===== src/rtl/sseg_pkg.sv =====
`default_nettype none
// ============================================================================
// Module      : sseg_pkg
// Description : Shared seven-segment definitions. Holds the digit glyph
//               table (the same patterns the game timer's encoder drives),
//               the non-numeric code points, and the display digit count.
//               Glyph bit order is {g,f,e,d,c,b,a}, active-high.
// Revision    : 1.0 - initial release
// ============================================================================
package sseg_pkg;

    typedef logic [6:0] sseg_glyph_t;
    typedef logic [3:0] sseg_code_t;

    localparam int SSEG_NUM_DIGITS = 8;

    localparam sseg_glyph_t SSEG_GLYPH_0    = 7'b0111111;
    localparam sseg_glyph_t SSEG_GLYPH_1    = 7'b0000110;
    localparam sseg_glyph_t SSEG_GLYPH_2    = 7'b1011011;
    localparam sseg_glyph_t SSEG_GLYPH_3    = 7'b1001111;
    localparam sseg_glyph_t SSEG_GLYPH_4    = 7'b1100110;
    localparam sseg_glyph_t SSEG_GLYPH_5    = 7'b1101101;
    localparam sseg_glyph_t SSEG_GLYPH_6    = 7'b1111101;
    localparam sseg_glyph_t SSEG_GLYPH_7    = 7'b0000111;
    localparam sseg_glyph_t SSEG_GLYPH_8    = 7'b1111111;
    localparam sseg_glyph_t SSEG_GLYPH_9    = 7'b1101111;
    localparam sseg_glyph_t SSEG_GLYPH_DASH = 7'b1000000;

    localparam sseg_code_t SSEG_CODE_DASH = 4'hA;
    localparam sseg_code_t SSEG_CODE_BAD  = 4'hF;

endpackage : sseg_pkg
`default_nettype wire


===== src/rtl/sseg_pattern_decode.sv =====
`default_nettype none
// ============================================================================
// Module      : sseg_pattern_decode
// Description : Combinational inverse of the timer glyph table. Maps a
//               7-segment pattern to its 4-bit digit code.
// Ports       : glyph - segment pattern {g,f,e,d,c,b,a}
//               code  - 0..9, SSEG_CODE_DASH for dash, SSEG_CODE_BAD otherwise
//               bad   - high when the pattern is not in the table
// Revision    : 1.0 - initial release
// ============================================================================
module sseg_pattern_decode
    import sseg_pkg::*;
(
    input  logic [6:0] glyph,
    output logic [3:0] code,
    output logic       bad
);

    always_comb begin
        code = SSEG_CODE_BAD;
        bad  = 1'b0;
        case (glyph)
            SSEG_GLYPH_0:    code = 4'h0;
            SSEG_GLYPH_1:    code = 4'h1;
            SSEG_GLYPH_2:    code = 4'h2;
            SSEG_GLYPH_3:    code = 4'h3;
            SSEG_GLYPH_4:    code = 4'h4;
            SSEG_GLYPH_5:    code = 4'h5;
            SSEG_GLYPH_6:    code = 4'h6;
            SSEG_GLYPH_7:    code = 4'h7;
            SSEG_GLYPH_8:    code = 4'h8;
            SSEG_GLYPH_9:    code = 4'h9;
            SSEG_GLYPH_DASH: code = SSEG_CODE_DASH;
            default: begin
                code = SSEG_CODE_BAD;
                bad  = 1'b1;
            end
        endcase
    end

endmodule : sseg_pattern_decode
`default_nettype wire


===== src/rtl/sseg_scan_decoder.sv =====
`default_nettype none
// ============================================================================
// Module      : sseg_scan_decoder
// Description : Receiver for the multiplexed 8-digit seven-segment scan.
//               Synchronizes the pins, waits for each selected digit to be
//               stable for SETTLE samples, decodes it into a shadow frame and
//               publishes the frame once all eight digits have been seen.
// Ports       : clock, reset      - clock, async active-high reset
//               seg, dp, an        - display pins (an active-low one-hot)
//               digits             - decoded frame, digit i at [4i+3:4i]
//               dps                - decimal point per digit
//               frame_valid        - one-cycle pulse when digits/dps update
//               err                - sticky: bad glyph or multiple selects
// Revision    : 1.0 - initial release
// ============================================================================
module sseg_scan_decoder
    import sseg_pkg::*;
#(
    parameter int SETTLE = 4
)
(
    input  logic        clock,
    input  logic        reset,
    input  logic [6:0]  seg,
    input  logic        dp,
    input  logic [7:0]  an,
    output logic [31:0] digits,
    output logic [7:0]  dps,
    output logic        frame_valid,
    output logic        err
);

    // Counter saturation value and the value whose arrival marks a capture.
    localparam logic [2:0] c_settle_max = 3'(SETTLE);
    localparam logic [2:0] c_capture_at = 3'(SETTLE - 2);

    logic [7:0]  r_an_meta, r_an_sync, r_an_prev;
    logic [6:0]  r_seg_meta, r_seg_sync, r_seg_prev;
    logic        r_dp_meta, r_dp_sync, r_dp_prev;
    logic [2:0]  r_count;
    logic [31:0] r_shadow;
    logic [7:0]  r_shadow_dp;
    logic [7:0]  r_mask;

    logic [7:0]  w_sel;
    logic        w_sel_any;
    logic        w_sel_multi;
    logic        w_sel_valid;
    logic        w_same;
    logic        w_step;
    logic        w_capture;
    logic [3:0]  w_code;
    logic        w_bad;

    // ------------------------------------------------------------------
    // Two-stage input synchronizers plus a one-cycle history register
    // used for the stability comparison.
    // ------------------------------------------------------------------
    always_ff @(posedge clock or posedge reset) begin
        if (reset) begin
            r_an_meta  <= 8'hFF;
            r_an_sync  <= 8'hFF;
            r_an_prev  <= 8'hFF;
            r_seg_meta <= '0;
            r_seg_sync <= '0;
            r_seg_prev <= '0;
            r_dp_meta  <= 1'b0;
            r_dp_sync  <= 1'b0;
            r_dp_prev  <= 1'b0;
        end else begin
            r_an_meta  <= an;
            r_an_sync  <= r_an_meta;
            r_an_prev  <= r_an_sync;
            r_seg_meta <= seg;
            r_seg_sync <= r_seg_meta;
            r_seg_prev <= r_seg_sync;
            r_dp_meta  <= dp;
            r_dp_sync  <= r_dp_meta;
            r_dp_prev  <= r_dp_sync;
        end
    end

    // Active-high select. x & (x-1) clears the lowest set bit, so a
    // non-zero result means two or more digits are selected at once.
    assign w_sel       = ~r_an_sync;
    assign w_sel_any   = |w_sel;
    assign w_sel_multi = |(w_sel & (w_sel - 8'd1));
    assign w_sel_valid = w_sel_any & ~w_sel_multi;

    assign w_same    = ({r_an_sync, r_seg_sync, r_dp_sync} ==
                        {r_an_prev, r_seg_prev, r_dp_prev});
    assign w_step    = w_sel_valid & w_same;
    // The counter holds (identical samples - 1); reaching SETTLE-1 means
    // the SETTLE-th identical sample. Saturation above that prevents a
    // second capture within the same dwell.
    assign w_capture = w_step && (r_count == c_capture_at);

    // ------------------------------------------------------------------
    // Stability counter
    // ------------------------------------------------------------------
    always_ff @(posedge clock or posedge reset) begin
        if (reset) begin
            r_count <= '0;
        end else if (!w_step) begin
            r_count <= '0;
        end else if (r_count != c_settle_max) begin
            r_count <= r_count + 3'd1;
        end
    end

    sseg_pattern_decode u_decode (
        .glyph (r_seg_sync),
        .code  (w_code),
        .bad   (w_bad)
    );

    // ------------------------------------------------------------------
    // Shadow frame: a capture overwrites the selected digit's slot.
    // ------------------------------------------------------------------
    always_ff @(posedge clock or posedge reset) begin
        if (reset) begin
            r_shadow    <= '0;
            r_shadow_dp <= '0;
        end else if (w_capture) begin
            for (int i = 0; i < SSEG_NUM_DIGITS; i++) begin
                if (w_sel[i]) begin
                    r_shadow[4*i +: 4] <= w_code;
                    r_shadow_dp[i]     <= r_dp_sync;
                end
            end
        end
    end

    // ------------------------------------------------------------------
    // Mask tracking and frame commit. A full mask commits on the edge
    // after the last capture; a capture cannot land on that edge because
    // the counter needs at least one more step to revisit the capture
    // point.
    // ------------------------------------------------------------------
    always_ff @(posedge clock or posedge reset) begin
        if (reset) begin
            r_mask      <= '0;
            digits      <= '0;
            dps         <= '0;
            frame_valid <= 1'b0;
        end else begin
            frame_valid <= 1'b0;
            if (r_mask == 8'hFF) begin
                digits      <= r_shadow;
                dps         <= r_shadow_dp;
                frame_valid <= 1'b1;
                r_mask      <= '0;
            end else if (w_capture) begin
                r_mask <= r_mask | w_sel;
            end
        end
    end

    // Sticky error: only reset clears it.
    always_ff @(posedge clock or posedge reset) begin
        if (reset) begin
            err <= 1'b0;
        end else if (w_sel_multi || (w_capture && w_bad)) begin
            err <= 1'b1;
        end
    end

endmodule : sseg_scan_decoder
`default_nettype wire

===== config.mk =====
export PLATFORM = sky130hd
export DESIGN_NAME = sseg_scan_decoder
export DESIGN_NICKNAME = d
export VERILOG_FILES = /design/src/rtl/sseg_pkg.sv /design/src/rtl/sseg_pattern_decode.sv /design/src/rtl/sseg_scan_decoder.sv
export SDC_FILE = /design/constraint.sdc
export NUM_CORES = 1
export LEC_CHECK = 0
export CORE_UTILIZATION = 30
export CTS_CLUSTER_DIAMETER = 120
export DETAILED_ROUTE_END_ITERATION = 16
export DONT_BUFFER_PORTS = 1
export PLACE_DENSITY = 0.4
export SLEW_MARGIN = 5
export SYNTH_ARGS = -nofsm -noshare
export SYNTH_HDL_FRONTEND = slang
export SYNTH_SLANG_ARGS = --single-unit

===== constraint.sdc =====
create_clock -name clock -period 10.2 [get_ports clock]
set_input_delay 0.51 -clock clock [delete_from_list [all_inputs] [get_ports clock]]
set_output_delay 0.51 -clock clock [all_outputs]
set_load 0.005 [all_outputs]

==> impl_metrics.prom <==
# TYPE chip_impl_metric gauge
chip_impl_info{name="status",value="finished, final reports clean"} 1
chip_impl_metric{name="area_growth",unit="%"} 14.2
chip_impl_info{name="global_route.peak_usage_layer",value="met2"} 1
chip_impl_info{name="r2r-start",value="r_seg_sync[4]$_DFF_PP0_"} 1
chip_impl_metric{name="detailedPlacementHpwl",unit="µm"} 6960
chip_impl_metric{name="routed_wire_length_per_instance",unit="µm"} 15.8
chip_impl_metric{name="fp-row-count",unit=""} 49
chip_impl_metric{name="yosysWarnings",unit=""} 0
chip_impl_metric{name="antenna-diode-count",unit=""} 0
chip_impl_metric{name="seq_power_share",unit="%"} 49.2
chip_impl_metric{name="cap_violations",unit=""} 0
chip_impl_metric{name="arrival",unit="ps"} 2910
chip_impl_metric{name="final_design_area_no_fill",unit="mm²"} 0.00632
chip_impl_metric{name="grt_first_pass_wirelength",unit="µm"} 17500
chip_impl_metric{name="timing.critical_path.fanout_max",unit=""} 14
chip_impl_metric{name="drt.antenna.violating_nets",unit=""} 0
chip_impl_info{name="worstSetupEndpointType",value="flip-flop"} 1
chip_impl_metric{name="dieWidth",unit="µm"} 138
chip_impl_metric{name="slew_violations",unit=""} 0
chip_impl_info{name="clock_tree.root_cell",value="sky130_fd_sc_hd__clkbuf_16"} 1
chip_impl_metric{name="power.share.switching",unit="%"} 22.9
chip_impl_metric{name="first_global_vias",unit=""} 3238
chip_impl_metric{name="postSynthCellCount",unit=""} 435
chip_impl_metric{name="grt_max_degree",unit=""} 84
chip_impl_metric{name="io-pin-count",unit=""} 60
chip_impl_metric{name="drive_gt1_share",unit="%"} 24.9
chip_impl_metric{name="final.min_clock_period",unit="ps"} 2610
chip_impl_metric{name="power_report.internal_total",unit="mW"} 0.917
chip_impl_metric{name="post-cts-setup-buffers",unit=""} 0
chip_impl_metric{name="groute.usage.overall",unit="%"} 12.6
chip_impl_metric{name="postPlaceCellArea",unit="mm²"} 0.00577
chip_impl_metric{name="comb_power_share",unit="%"} 2.6
chip_impl_metric{name="ff2ff_setup_slack",unit="ps"} 7590
chip_impl_info{name="crit-reg2reg-capture",value="r_shadow_dp[6]$_DFFE_PP0P_"} 1
chip_impl_metric{name="critical_path_required",unit="ps"} 10500
chip_impl_metric{name="max_slew.worst_pin.slew",unit="ps"} 1030
chip_impl_metric{name="slew-limit-headroom",unit="%"} 31.1
chip_impl_metric{name="ir_drop",unit="mV"} 0.114
chip_impl_metric{name="final.setup_skew",unit="ps"} 10.6
chip_impl_metric{name="global_route.overflow_total",unit=""} 0
chip_impl_metric{name="final-setup-viol-count",unit=""} 0
chip_impl_metric{name="place.gp.congestion",unit=""} 0.742
chip_impl_metric{name="worstSkewPairLatency",unit="ps"} 420
chip_impl_info{name="critPathLaunchType",value="flip-flop"} 1
chip_impl_metric{name="utilization",unit="%"} 35.0
chip_impl_metric{name="power.switching",unit="mW"} 0.272
chip_impl_metric{name="core_region_area",unit="mm²"} 0.0180
chip_impl_metric{name="synthesized_area_per_cell",unit="µm²"} 12.7
chip_impl_metric{name="fin_crit_sh",unit="%"} 25.6
chip_impl_info{name="worstSetupPathType",value="flip-flop to flip-flop"} 1
chip_impl_metric{name="clock_tree.htree_level_count",unit=""} 4
chip_impl_metric{name="fmax",unit="MHz"} 383
chip_impl_metric{name="number_of_antenna_violations_at_the_first_check_in_global_routing",unit=""} 0
chip_impl_metric{name="p_clk_share",unit="%"} 48.2
chip_impl_metric{name="post_cts_sizing_count",unit=""} 0
chip_impl_metric{name="die_height",unit="µm"} 138
chip_impl_metric{name="synthesis.nets",unit=""} 456
chip_impl_metric{name="setup_slack",unit="ps"} 7590
chip_impl_metric{name="met1_resource_use_gr",unit="%"} 16.2
chip_impl_metric{name="die_area",unit="mm²"} 0.0190
chip_impl_metric{name="setup-tns-final",unit="ps"} 0
chip_impl_metric{name="clk_pin_slew",unit="ps"} 60
chip_impl_metric{name="portBuffers",unit=""} 0
chip_impl_metric{name="drt_drc_violations_left",unit=""} 0
chip_impl_metric{name="ys_seq_area_share",unit="%"} 64.3
chip_impl_metric{name="fin_nets",unit=""} 458
chip_impl_metric{name="violation_count_after_the_first_detailed_route_iteration",unit=""} 115
chip_impl_info{name="setup_repair_after_global_routing_missed_its_margin",value="false"} 1
chip_impl_metric{name="mappedNetlistArea",unit="mm²"} 0.00553
chip_impl_metric{name="globalRouteMet3Util",unit="%"} 3.61
chip_impl_metric{name="timing.reg2reg.worst_path_depth",unit=""} 5
chip_impl_metric{name="avgViaCountPerCell",unit=""} 4.51
chip_impl_metric{name="cellPowerDensity",unit="mW/mm²"} 188
chip_impl_metric{name="numCtsBuffers",unit=""} 17
chip_impl_metric{name="hold_buffers",unit=""} 0
chip_impl_metric{name="final_hold_viol_count",unit=""} 0
chip_impl_metric{name="floorplan.initialDensity",unit="%"} 30.7
chip_impl_info{name="cts_tree",value="yes"} 1
chip_impl_metric{name="drt_pre_antenna_iters",unit=""} 4
chip_impl_metric{name="clockBufferDepth",unit=""} 2
chip_impl_metric{name="synth_seq_cells",unit=""} 141
chip_impl_metric{name="grt.met2_usage",unit="%"} 19.2
chip_impl_metric{name="route.vias.total",unit=""} 3061
chip_impl_metric{name="clock_sinks",unit=""} 141
chip_impl_metric{name="finalWirelength",unit="µm"} 10700
chip_impl_metric{name="power_leakage",unit="nW"} 2.99
chip_impl_metric{name="synth_cell_types",unit=""} 42
chip_impl_metric{name="dpl_worst_slack",unit="ps"} 7560
chip_impl_info{name="hold_path.class",value="primary input to async pin"} 1
==> logic make-up after synthesis <==
| kind of cell | share of synthesized area (%) |
|---|---|
| AO/OA/AOI/OAI | 4.14 |
| buffers and inverters | 2.10 |
| adder cells (fa/ha/maj) | 0.679 |
| flip-flops | 64.3 |
| XOR/XNOR | 2.69 |
| AND/OR/NAND/NOR | 17.6 |
| multiplexers | 8.48 |
==> power groups by stage <==
stage,registers (mW),logic [mW],clock network (mW)
3_3_place_gp,0.595,0.0322,0
4_1_cts,0.585,0.0325,0.593
6_report,0.585,0.0310,0.573
2_1_floorplan,0.588,0.0284,0
3_5_place_dp,0.595,0.0324,0
5_1_grt,0.587,0.0354,0.614
==> Yosys cell counts <==
| library cell | instances | area [µm²] |
|---|---|---|
| sky130_fd_sc_hd__nand4_4 | 1 | 21.3 |
| sky130_fd_sc_hd__a22oi_1 | 1 | 7.51 |
| sky130_fd_sc_hd__o221a_2 | 1 | 11.3 |
| sky130_fd_sc_hd__mux2_4 | 5 | 75.1 |
| sky130_fd_sc_hd__inv_1 | 7 | 26.3 |
| sky130_fd_sc_hd__clkbuf_1 | 16 | 60.1 |
| sky130_fd_sc_hd__and4b_1 | 1 | 10.0 |
| sky130_fd_sc_hd__mux2_1 | 7 | 78.8 |
| sky130_fd_sc_hd__a2111oi_0 | 1 | 8.76 |
| sky130_fd_sc_hd__nand2_1 | 128 | 480 |
| sky130_fd_sc_hd__nor2b_1 | 1 | 6.26 |
| sky130_fd_sc_hd__a311o_1 | 1 | 10.0 |
| sky130_fd_sc_hd__nor3b_1 | 1 | 7.51 |
| sky130_fd_sc_hd__o21ai_0 | 3 | 15.0 |
| sky130_fd_sc_hd__or3_1 | 2 | 12.5 |
| sky130_fd_sc_hd__nor2_1 | 7 | 26.3 |
| sky130_fd_sc_hd__nor3_1 | 3 | 15.0 |
| sky130_fd_sc_hd__or3b_2 | 2 | 17.5 |
| sky130_fd_sc_hd__nand4_1 | 4 | 25.0 |
| sky130_fd_sc_hd__dfstp_2 | 24 | 631 |
| sky130_fd_sc_hd__o31ai_1 | 2 | 15.0 |
| sky130_fd_sc_hd__nor4_4 | 12 | 255 |
| sky130_fd_sc_hd__xnor2_1 | 1 | 8.76 |
| sky130_fd_sc_hd__and3_1 | 1 | 6.26 |
| sky130_fd_sc_hd__or4_1 | 1 | 7.51 |
| sky130_fd_sc_hd__buf_1 | 2 | 7.51 |
| sky130_fd_sc_hd__nand3_1 | 3 | 15.0 |
| sky130_fd_sc_hd__nand3b_1 | 3 | 22.5 |
| sky130_fd_sc_hd__xor2_1 | 16 | 140 |
| sky130_fd_sc_hd__a21o_1 | 1 | 7.51 |
| sky130_fd_sc_hd__nor4_1 | 2 | 12.5 |
| sky130_fd_sc_hd__a211oi_4 | 1 | 20.0 |
| sky130_fd_sc_hd__o2111ai_1 | 4 | 35.0 |
| sky130_fd_sc_hd__buf_6 | 2 | 22.5 |
| sky130_fd_sc_hd__o21a_1 | 8 | 60.1 |
| sky130_fd_sc_hd__a21oi_1 | 6 | 30.0 |
| sky130_fd_sc_hd__mux2_2 | 28 | 315 |
| sky130_fd_sc_hd__dfrtp_1 | 117 | 2930 |
| sky130_fd_sc_hd__o32ai_1 | 1 | 8.76 |
| sky130_fd_sc_hd__ha_1 | 3 | 37.5 |
| sky130_fd_sc_hd__or2_2 | 2 | 12.5 |
| sky130_fd_sc_hd__nand2b_1 | 3 | 18.8 |
==> worst max path at each step <==
stage / from / end / slack (ps)
finish: r_seg_sync[4]$_DFF_PP0_ / r_shadow_dp[6]$_DFFE_PP0P_ / 7590
global route: r_seg_sync[4]$_DFF_PP0_ / r_shadow_dp[6]$_DFFE_PP0P_ / 7420
CTS: r_seg_sync[4]$_DFF_PP0_ / r_shadow_dp[6]$_DFFE_PP0P_ / 7560
detailed placement: r_an_sync[0]$_DFF_PP1_ / r_shadow_dp[6]$_DFFE_PP0P_ / 7560
global placement: r_an_sync[0]$_DFF_PP1_ / r_shadow[27]$_DFFE_PP0P_ / 7570
floorplan: reset / digits[0]$_DFFE_PP0P_ / 5950
==> through the flow <==
stage	hold slack (ps)	total power [mW]	cells
after global routing	65.1	1.24	679
after global placement	331	0.627	647
final	36.9	1.19	679
after floorplan	331	0.617	435
after detailed placement	335	0.627	647
after CTS	23.2	1.21	679
==> layout by cell type, fill, tap and decap left out, types with 2 or more instances in the layout <==
master                       count
sky130_fd_sc_hd__clkinvlp_4      5
sky130_fd_sc_hd__buf_4           3
sky130_fd_sc_hd__o21a_1          8
sky130_fd_sc_hd__nand3_1         3
sky130_fd_sc_hd__nand4_1         4
sky130_fd_sc_hd__clkinv_2        3
sky130_fd_sc_hd__inv_6           3
sky130_fd_sc_hd__or2_2           2
sky130_fd_sc_hd__nand2_1       128
sky130_fd_sc_hd__mux2_1          7
sky130_fd_sc_hd__clkinv_4        2
sky130_fd_sc_hd__ha_1            3
sky130_fd_sc_hd__dfrtp_1       117
sky130_fd_sc_hd__nor3_1          3
sky130_fd_sc_hd__o21ai_0         3
sky130_fd_sc_hd__o31ai_2         2
sky130_fd_sc_hd__dfstp_2        24
sky130_fd_sc_hd__nor2_1          7
sky130_fd_sc_hd__or3b_2          2
sky130_fd_sc_hd__clkbuf_16      17
sky130_fd_sc_hd__clkbuf_1        2
sky130_fd_sc_hd__nor4_1          2
sky130_fd_sc_hd__inv_1           6
sky130_fd_sc_hd__nand2b_1        3
sky130_fd_sc_hd__mux2_4          5
sky130_fd_sc_hd__xor2_1         16
sky130_fd_sc_hd__o2111ai_1       4
sky130_fd_sc_hd__nand3b_1        3
sky130_fd_sc_hd__a21oi_1         6
sky130_fd_sc_hd__nor4_4         12
sky130_fd_sc_hd__or3_1           2
sky130_fd_sc_hd__mux2_2         28
==> sequential cells by signal (all words and copies together), names as in the netlist, 7 cells and up <==
signal / count
digits: 32
r_an_prev: 8
r_an_meta: 8
r_seg_sync: 7
dps: 8
r_shadow_dp: 8
r_seg_meta: 7
r_shadow: 32
r_mask: 8
r_an_sync: 8
r_seg_prev: 7
==> critical path: stages, from the launching register on <==
cell and delay [ps]:
sky130_fd_sc_hd__dfrtp_1 530, sky130_fd_sc_hd__xor2_1 260, sky130_fd_sc_hd__nor4_4 330, sky130_fd_sc_hd__nand4_4 340, sky130_fd_sc_hd__nor4_4 680, sky130_fd_sc_hd__mux2_4 350
==> routing by layer <==
layer  part of all wire [%]  wire, µm
met1                     48      5150
met2                     45      4840
met3                    4.9       525
met4                    1.8       193
met5                      0         0
==> final cells by class <==
type / count / area (µm²)
clock buffer: 19 / 433
clock inverter: 13 / 118
fill: 1804 / 11700
inverter: 7 / 31.3
multi-input combinational: 267 / 1870
sequential: 141 / 3560
tap: 229 / 287
timing repair buffer: 3 / 22.5
Power figures use the tool's default switching activity.
